<file path="config.mk">
export PLATFORM = sky130hd
export DESIGN_NAME = vec_cache_edge_resp_collector
export DESIGN_NICKNAME = d
export VERILOG_FILES = /design/src/rtl/vec_cache_edge_resp_collector.sv
export SDC_FILE = /design/constraint.sdc
export NUM_CORES = 2
export LEC_CHECK = 0
export CAP_MARGIN = 0
export CORE_ASPECT_RATIO = 0.9
export CORE_UTILIZATION = 60
export DETAILED_ROUTE_END_ITERATION = 7
export PLACE_DENSITY_LB_ADDON = 0.05
export SLEW_MARGIN = 20
export SYNTH_ARGS = -nofsm -noshare
export SYNTH_HDL_FRONTEND = slang
export SYNTH_SLANG_ARGS = --single-unit
</file>
<file path="constraint.sdc">
create_clock -name clk -period 10 [get_ports clk]
set_clock_uncertainty 0.15 [all_clocks]
set_input_delay 1 -clock clk [delete_from_list [all_inputs] [get_ports clk]]
set_output_delay 1 -clock clk [all_outputs]
set_load 0.005 [all_outputs]
</file>
<file path="src/rtl/vec_cache_edge_resp_collector.sv">
// vec_cache_edge_resp_collector: terminates the 8-channel data mesh at one edge
// of a vec_cache block row. Buffers incoming beats in per-channel FIFOs, returns
// one credit per freed entry, and drains the FIFOs round-robin onto a single
// valid/ready response stream.
// Optional feature: define VEC_CACHE_EDGE_DIR_CHECK_EN to drop (and flag) beats
// whose txn direction does not match EDGE_DIR.

package vec_cache_edge_resp_collector_pkg;

  localparam logic [1:0] DIR_WEST  = 2'd0;
  localparam logic [1:0] DIR_EAST  = 2'd1;
  localparam logic [1:0] DIR_SOUTH = 2'd2;
  localparam logic [1:0] DIR_NORTH = 2'd3;

  typedef struct packed {
    logic [1:0] direction_id;
    logic [5:0] seq_id;
  } txn_id_t;

  typedef struct packed {
    txn_id_t    txn_id;
    logic [7:0] addr;
  } cmd_pld_t;

  typedef struct packed {
    cmd_pld_t    cmd_pld;
    logic [31:0] data;
  } data_pld_t;

endpackage

module vec_cache_edge_resp_collector
  import vec_cache_edge_resp_collector_pkg::*;
#(
  parameter int unsigned CH_NUM     = 8,
  parameter int unsigned FIFO_DEPTH = 4,
  parameter int unsigned EDGE_DIR   = 0
) (
  input  logic                        clk,
  input  logic                        rst,
  input  logic [CH_NUM-1:0]           mesh_vld,
  input  data_pld_t [CH_NUM-1:0]      mesh_pld,
  output logic [CH_NUM-1:0]           credit_rtn,
  output logic                        resp_vld,
  input  logic                        resp_rdy,
  output data_pld_t                   resp_pld,
  output logic [$clog2(CH_NUM)-1:0]   resp_ch,
  output logic [CH_NUM-1:0]           err_ovf,
  output logic                        err_dir
);

  localparam int unsigned CH_W = $clog2(CH_NUM);
  localparam int unsigned AW   = $clog2(FIFO_DEPTH);
  localparam int unsigned PW   = AW + 1;

  // Elaboration-time parameter sanity
  if (CH_NUM < 2) begin : g_bad_ch
    $error("CH_NUM must be >= 2");
  end
  if (FIFO_DEPTH < 2 || (FIFO_DEPTH & (FIFO_DEPTH - 1)) != 0) begin : g_bad_depth
    $error("FIFO_DEPTH must be a power of 2 and >= 2");
  end
  if (EDGE_DIR > 3) begin : g_bad_dir
    $error("EDGE_DIR must fit in 2 bits");
  end

  data_pld_t         mem_q    [CH_NUM][FIFO_DEPTH];
  logic [PW-1:0]     wr_ptr_q [CH_NUM];
  logic [PW-1:0]     rd_ptr_q [CH_NUM];
  logic [CH_W-1:0]   rr_ptr_q;
  logic [CH_W-1:0]   lock_gnt_q;
  logic              lock_q;

  logic [CH_NUM-1:0] empty_c;
  logic [CH_NUM-1:0] full_c;
  logic [CH_NUM-1:0] push_c;
  logic [CH_NUM-1:0] pop_c;
  logic [CH_NUM-1:0] ovf_c;
  logic [CH_NUM-1:0] dir_bad_c;
  logic [CH_W-1:0]   rr_gnt_c;
  logic [CH_W-1:0]   gnt_c;
  logic              rr_found_c;
  logic              hs_c;

  // FIFO occupancy status from wrap-bit pointers
  always_comb begin
    empty_c = '0;
    full_c  = '0;
    for (int unsigned i = 0; i < CH_NUM; i++) begin
      empty_c[i] = (wr_ptr_q[i] == rd_ptr_q[i]);
      full_c[i]  = (wr_ptr_q[i][AW] != rd_ptr_q[i][AW]) &&
                   (wr_ptr_q[i][AW-1:0] == rd_ptr_q[i][AW-1:0]);
    end
  end

`ifdef VEC_CACHE_EDGE_DIR_CHECK_EN
  // Flag valid beats that were steered to the wrong edge
  always_comb begin
    dir_bad_c = '0;
    for (int unsigned i = 0; i < CH_NUM; i++) begin
      dir_bad_c[i] = mesh_vld[i] &&
                     (mesh_pld[i].cmd_pld.txn_id.direction_id != 2'(EDGE_DIR));
    end
  end

  // Sticky direction-mismatch flag
  always_ff @(posedge clk) begin
    if (rst) err_dir <= 1'b0;
    else     err_dir <= err_dir | (|dir_bad_c);
  end
`else
  assign dir_bad_c = '0;
  assign err_dir   = 1'b0;
`endif

  // Round-robin search over non-empty FIFOs starting at the pointer
  always_comb begin
    rr_gnt_c   = '0;
    rr_found_c = 1'b0;
    for (int unsigned k = 0; k < CH_NUM; k++) begin
      int unsigned idx;
      idx = (32'(rr_ptr_q) + k) % CH_NUM;
      if (!rr_found_c && !empty_c[idx]) begin
        rr_found_c = 1'b1;
        rr_gnt_c   = CH_W'(idx);
      end
    end
  end

  // A stalled grant stays locked so the presented beat cannot change
  assign gnt_c    = lock_q ? lock_gnt_q : rr_gnt_c;
  assign resp_vld = rr_found_c;
  assign resp_ch  = resp_vld ? gnt_c : '0;
  assign resp_pld = resp_vld ? mem_q[gnt_c][rd_ptr_q[gnt_c][AW-1:0]] : '0;
  assign hs_c     = resp_vld && resp_rdy;
  assign pop_c    = hs_c ? (CH_NUM'(1) << gnt_c) : '0;

  // Push qualification; a full FIFO only accepts when it pops the same cycle
  always_comb begin
    push_c = '0;
    ovf_c  = '0;
    for (int unsigned i = 0; i < CH_NUM; i++) begin
      push_c[i] = mesh_vld[i] && !dir_bad_c[i] && (!full_c[i] || pop_c[i]);
      ovf_c[i]  = mesh_vld[i] && !dir_bad_c[i] && full_c[i] && !pop_c[i];
    end
  end

  // FIFO storage (contents are don't-care until written)
  always_ff @(posedge clk) begin
    for (int unsigned i = 0; i < CH_NUM; i++) begin
      if (push_c[i]) mem_q[i][wr_ptr_q[i][AW-1:0]] <= mesh_pld[i];
    end
  end

  // Pointers, arbiter state, credits and overflow flags
  always_ff @(posedge clk) begin
    if (rst) begin
      for (int unsigned i = 0; i < CH_NUM; i++) begin
        wr_ptr_q[i] <= '0;
        rd_ptr_q[i] <= '0;
      end
      rr_ptr_q   <= '0;
      lock_q     <= 1'b0;
      lock_gnt_q <= '0;
      credit_rtn <= '0;
      err_ovf    <= '0;
    end else begin
      for (int unsigned i = 0; i < CH_NUM; i++) begin
        if (push_c[i]) wr_ptr_q[i] <= wr_ptr_q[i] + PW'(1);
        if (pop_c[i])  rd_ptr_q[i] <= rd_ptr_q[i] + PW'(1);
      end
      if (hs_c) rr_ptr_q <= (gnt_c == CH_W'(CH_NUM - 1)) ? '0 : gnt_c + CH_W'(1);
      lock_q     <= resp_vld && !resp_rdy;
      lock_gnt_q <= gnt_c;
      credit_rtn <= pop_c | dir_bad_c;
      err_ovf    <= err_ovf | ovf_c;
    end
  end

endmodule

</file>
==> impl_metrics.yaml <==
clocking:
  cts_hold_buf: 0
  cts_max_level: 4
  numCtsBuffers: 157
  cts_tree: "built"
  cts_resized: 0
  post_cts_buffers: 0
  clockRootBuffer: "clkbuf_16"
  numClockSinks: 1607
  clk_latency_ps: 780
  path_clk_slew_ps: 60
  clockBufferDepth: 3
floorplan:
  die_y_um: 317
  start_util: 0.604
  die_area_sq_um: 111000
  coreArea_sq_um: 109000
  rows: 115
  fp.dieW_um: 352
  pin_count: 464
power:
  power_density_nw_per_um2: 389
  peakVddDrop_uv: 791
  p_leak_nw: 27.1
grt:
  track_usage: 0.360
  grt_max_degree: 225
  antenna_found_initial: 37
  grt_pass1_vias: 42300
  overflow: 0
  grt_pass1_wl_mm: 285
critical_path:
  critPathKind: "register to primary output"
  reg2reg_to: "mem_q[7][24]"
  max_stage_delay_ps: 810
  ff2ff_path_depth: 16
  cp-startpoint: "rr_ptr_q[0]"
  crit_path_cell_trace: "inv_2, ha_1, inv_1, mux4_2, mux2i_1, nand4_1, a22oi_1, o21ai_0, o211a_4, inv_8, mux2i_1, o2bb2ai_1, or2_4, buf_12, mux2i_1, nand2_1, a32o_1, clkdlybuf4s50_1"
  slowest_stage: "or2_4"
  critPathMaxFanout: 97
  reg2reg_slack_ps: 1800
  crit_arrival_ps: 8310
  crit_top_cell: "mux2i_1"
  worstSetupEndpointType: "primary output"
  critPathRequiredTime_ps: 8850
  start_kind: "register"
  r2r-start: "rr_ptr_q[0]"
sta:
  setup_viol: 0
  finalHoldViolations: 0
  fin_crit_sh: 0.946
  tns_ps: 0
  layout_setup_ws_ps: 538
  relSlewSlack: 0.207
  grt_setup_unrepaired: "no"
  slew_viol_final: 0
  hold_slack_ps: 323
  tightest_slew_ps: 1190
  fin_crit_ps: 9460
  fmax_ghz: 0.106
synth:
  synthArstFlopShare: 0
  syn-num-nets: 5492
  synth.avg_cell_area_sq_um: 13.1
  ys.warnings.count: 0
  synthDistinctLibCells: 65
  yosys-top-cells-area: "edfxtp_1 (72%), nand2_1 (9.2%), and3_1 (3.5%), a31oi_1 (2.4%), mux2i_1 (1.6%)"
  synth_seq_cells: 1607
  synth_largest_area_cell: "edfxtp_1"
  netlist_instances: 5054
  synth_enable_flop_cells: 1584
  synth_top_area_frac: 0.721
  synth-seq-area-share: 0.728
  synthFlopType: "edfxtp_1"
  syn_area_sq_um: 66000
drt:
  via_per_inst: 6.34
  wire_per_inst_um: 28.5
  drtAntennaViolNets: 0
  drt_iter0_drc: 5816
  dr.pass1.iters: 6
  drc_errors: 0
  drt-total-wl_mm: 200
  vias: 44400
place:
  port-buffer-count: 462
  hpwl_mm: 124
  placed_area_sq_um: 71900
  gp_congestion: 0.889
  pre_cts_slack_ps: 1470
cells_and_area:
  fin_area_sq_um: 76800
  syn_to_final_growth_pct: 16.3
  fin_util: 0.703
  drive_gt1_frac: 0.0649
  fill_cells: 7455
  final_net_count: 5854
worst_hold_path:
  hold-path-endpoint: "err_ovf[2]"
  min_delay_path_depth: 2
  hp-class: "register to register"
  hold_path_startpoint: "err_ovf[2]"
run:
  cap_violations: 0
run_status:
  outcome: "finished clean"
## worst max-delay path by stage
stage                         to
CTS                 resp_pld[29]
finish              resp_pld[29]
global placement    resp_pld[29]
detailed placement  resp_pld[29]
floorplan            mem_q[3][0]
global route        resp_pld[29]
## sequential cells by signal, summed over array words and instances, names as in the netlist
register,count
mem_q,1536
rd_ptr_q,24
wr_ptr_q,24
credit_rtn,8
err_ovf,8
lock_gnt_q,3
rr_ptr_q,3
lock_q,1
## area by class of cell
class	count	area, sq um	area share
clock inverters	81	661	0.00861
inverters	30	128	0.00166
repair buffers	538	5300	0.0691
multi-input cells	3082	16600	0.216
well taps	1462	1830	0.0238
flip-flops and latches	1607	48000	0.626
diodes	16	40.0	0.000522
clock buffers	196	4180	0.0545
## per-stage QoR
step / power (mW) / std cells
2_1_floorplan: 17.9 / 5054
3_3_place_gp: 23.8 / 6719
3_5_place_dp: 24.0 / 6719
4_1_cts: 29.6 / 6996
5_1_grt: 31.1 / 7009
6_report: 29.9 / 7012
## worst max-delay path, delay by kind of cell, from the launching register on
kind	cells	cell delay, ps
buf+inv	5	1710
compound gates	5	1600
mux	4	1560
simple gates	3	1070
flops	1	760
fa+ha+maj	1	630
## logic make-up after synthesis
family | Yosys count | synth area share
and+or+nand+nor | 2225 | 0.146
DFF | 1607 | 0.728
AOI/OAI and AO/OA | 643 | 0.0690
buffers and inverters | 365 | 0.0222
muxes | 126 | 0.0208
xor gates and xnor gates | 44 | 0.00584
adders and majority gates | 43 | 0.00815
other | 1 | 0.0000568
## cells in the mapped netlist (12+ instances only)
cell type	n
a31oi_1	255
a311oi_1	112
clkbuf_1	242
a21oi_1	99
nand2b_1	14
dfxtp_1	23
edfxtp_1	1584
buf_1	50
buf_2	36
and2_1	35
nand2_1	1620
mux2i_1	108
nor2_1	72
and3_1	374
a32o_1	45
o21ai_0	12
ha_1	43
inv_1	25
a211oi_1	54
nor2b_1	14
nor3_1	22
xnor2_1	39
nand3_1	29
## power breakdown
part / internal [mW] / switching, mW / total (mW)
clock network: 3.21 / 2.47 / 5.68
logic: 5.39 / 10.4 / 15.8
registers: 8.15 / 0.197 / 8.35
## per-layer routing
layer	GRT usage	wire, um	part of all wire	vias to the layer above
met5	0	267	0.0013	-
met1	0.483	74200	0.37	22100
li1	-	-	-	19300
met3	0.0717	20900	0.10	410
met2	0.578	96300	0.48	2572
met4	0.153	8460	0.042	42
## cells in the final DEF, fill, tap and decap left out, types with 8 or more instances in the layout
master / n
nand2b_1: 14
clkinv_2: 26
a211oi_1: 54
clkbuf_16: 162
and2_2: 29
diode_2: 16
nand3_1: 29
buf_12: 9
clkinv_1: 38
a31oi_1: 255
nor2_1: 71
o21ai_0: 12
nor2b_1: 14
mux2_2: 10
clkdlybuf4s50_1: 461
mux2i_1: 108
xnor2_1: 39
a311oi_1: 112
a21oi_1: 99
or2_2: 10
a32o_1: 45
mux4_2: 8
or3_1: 10
dfxtp_1: 23
bufinv_16: 10
clkbuf_1: 34
edfxtp_1: 1584
nor3_1: 22
nand4_1: 10
o211ai_1: 11
buf_4: 67
nand2_1: 1620
ha_1: 43
inv_1: 25
and3_1: 370
No activity file was read; power rests on OpenSTA's default activity.
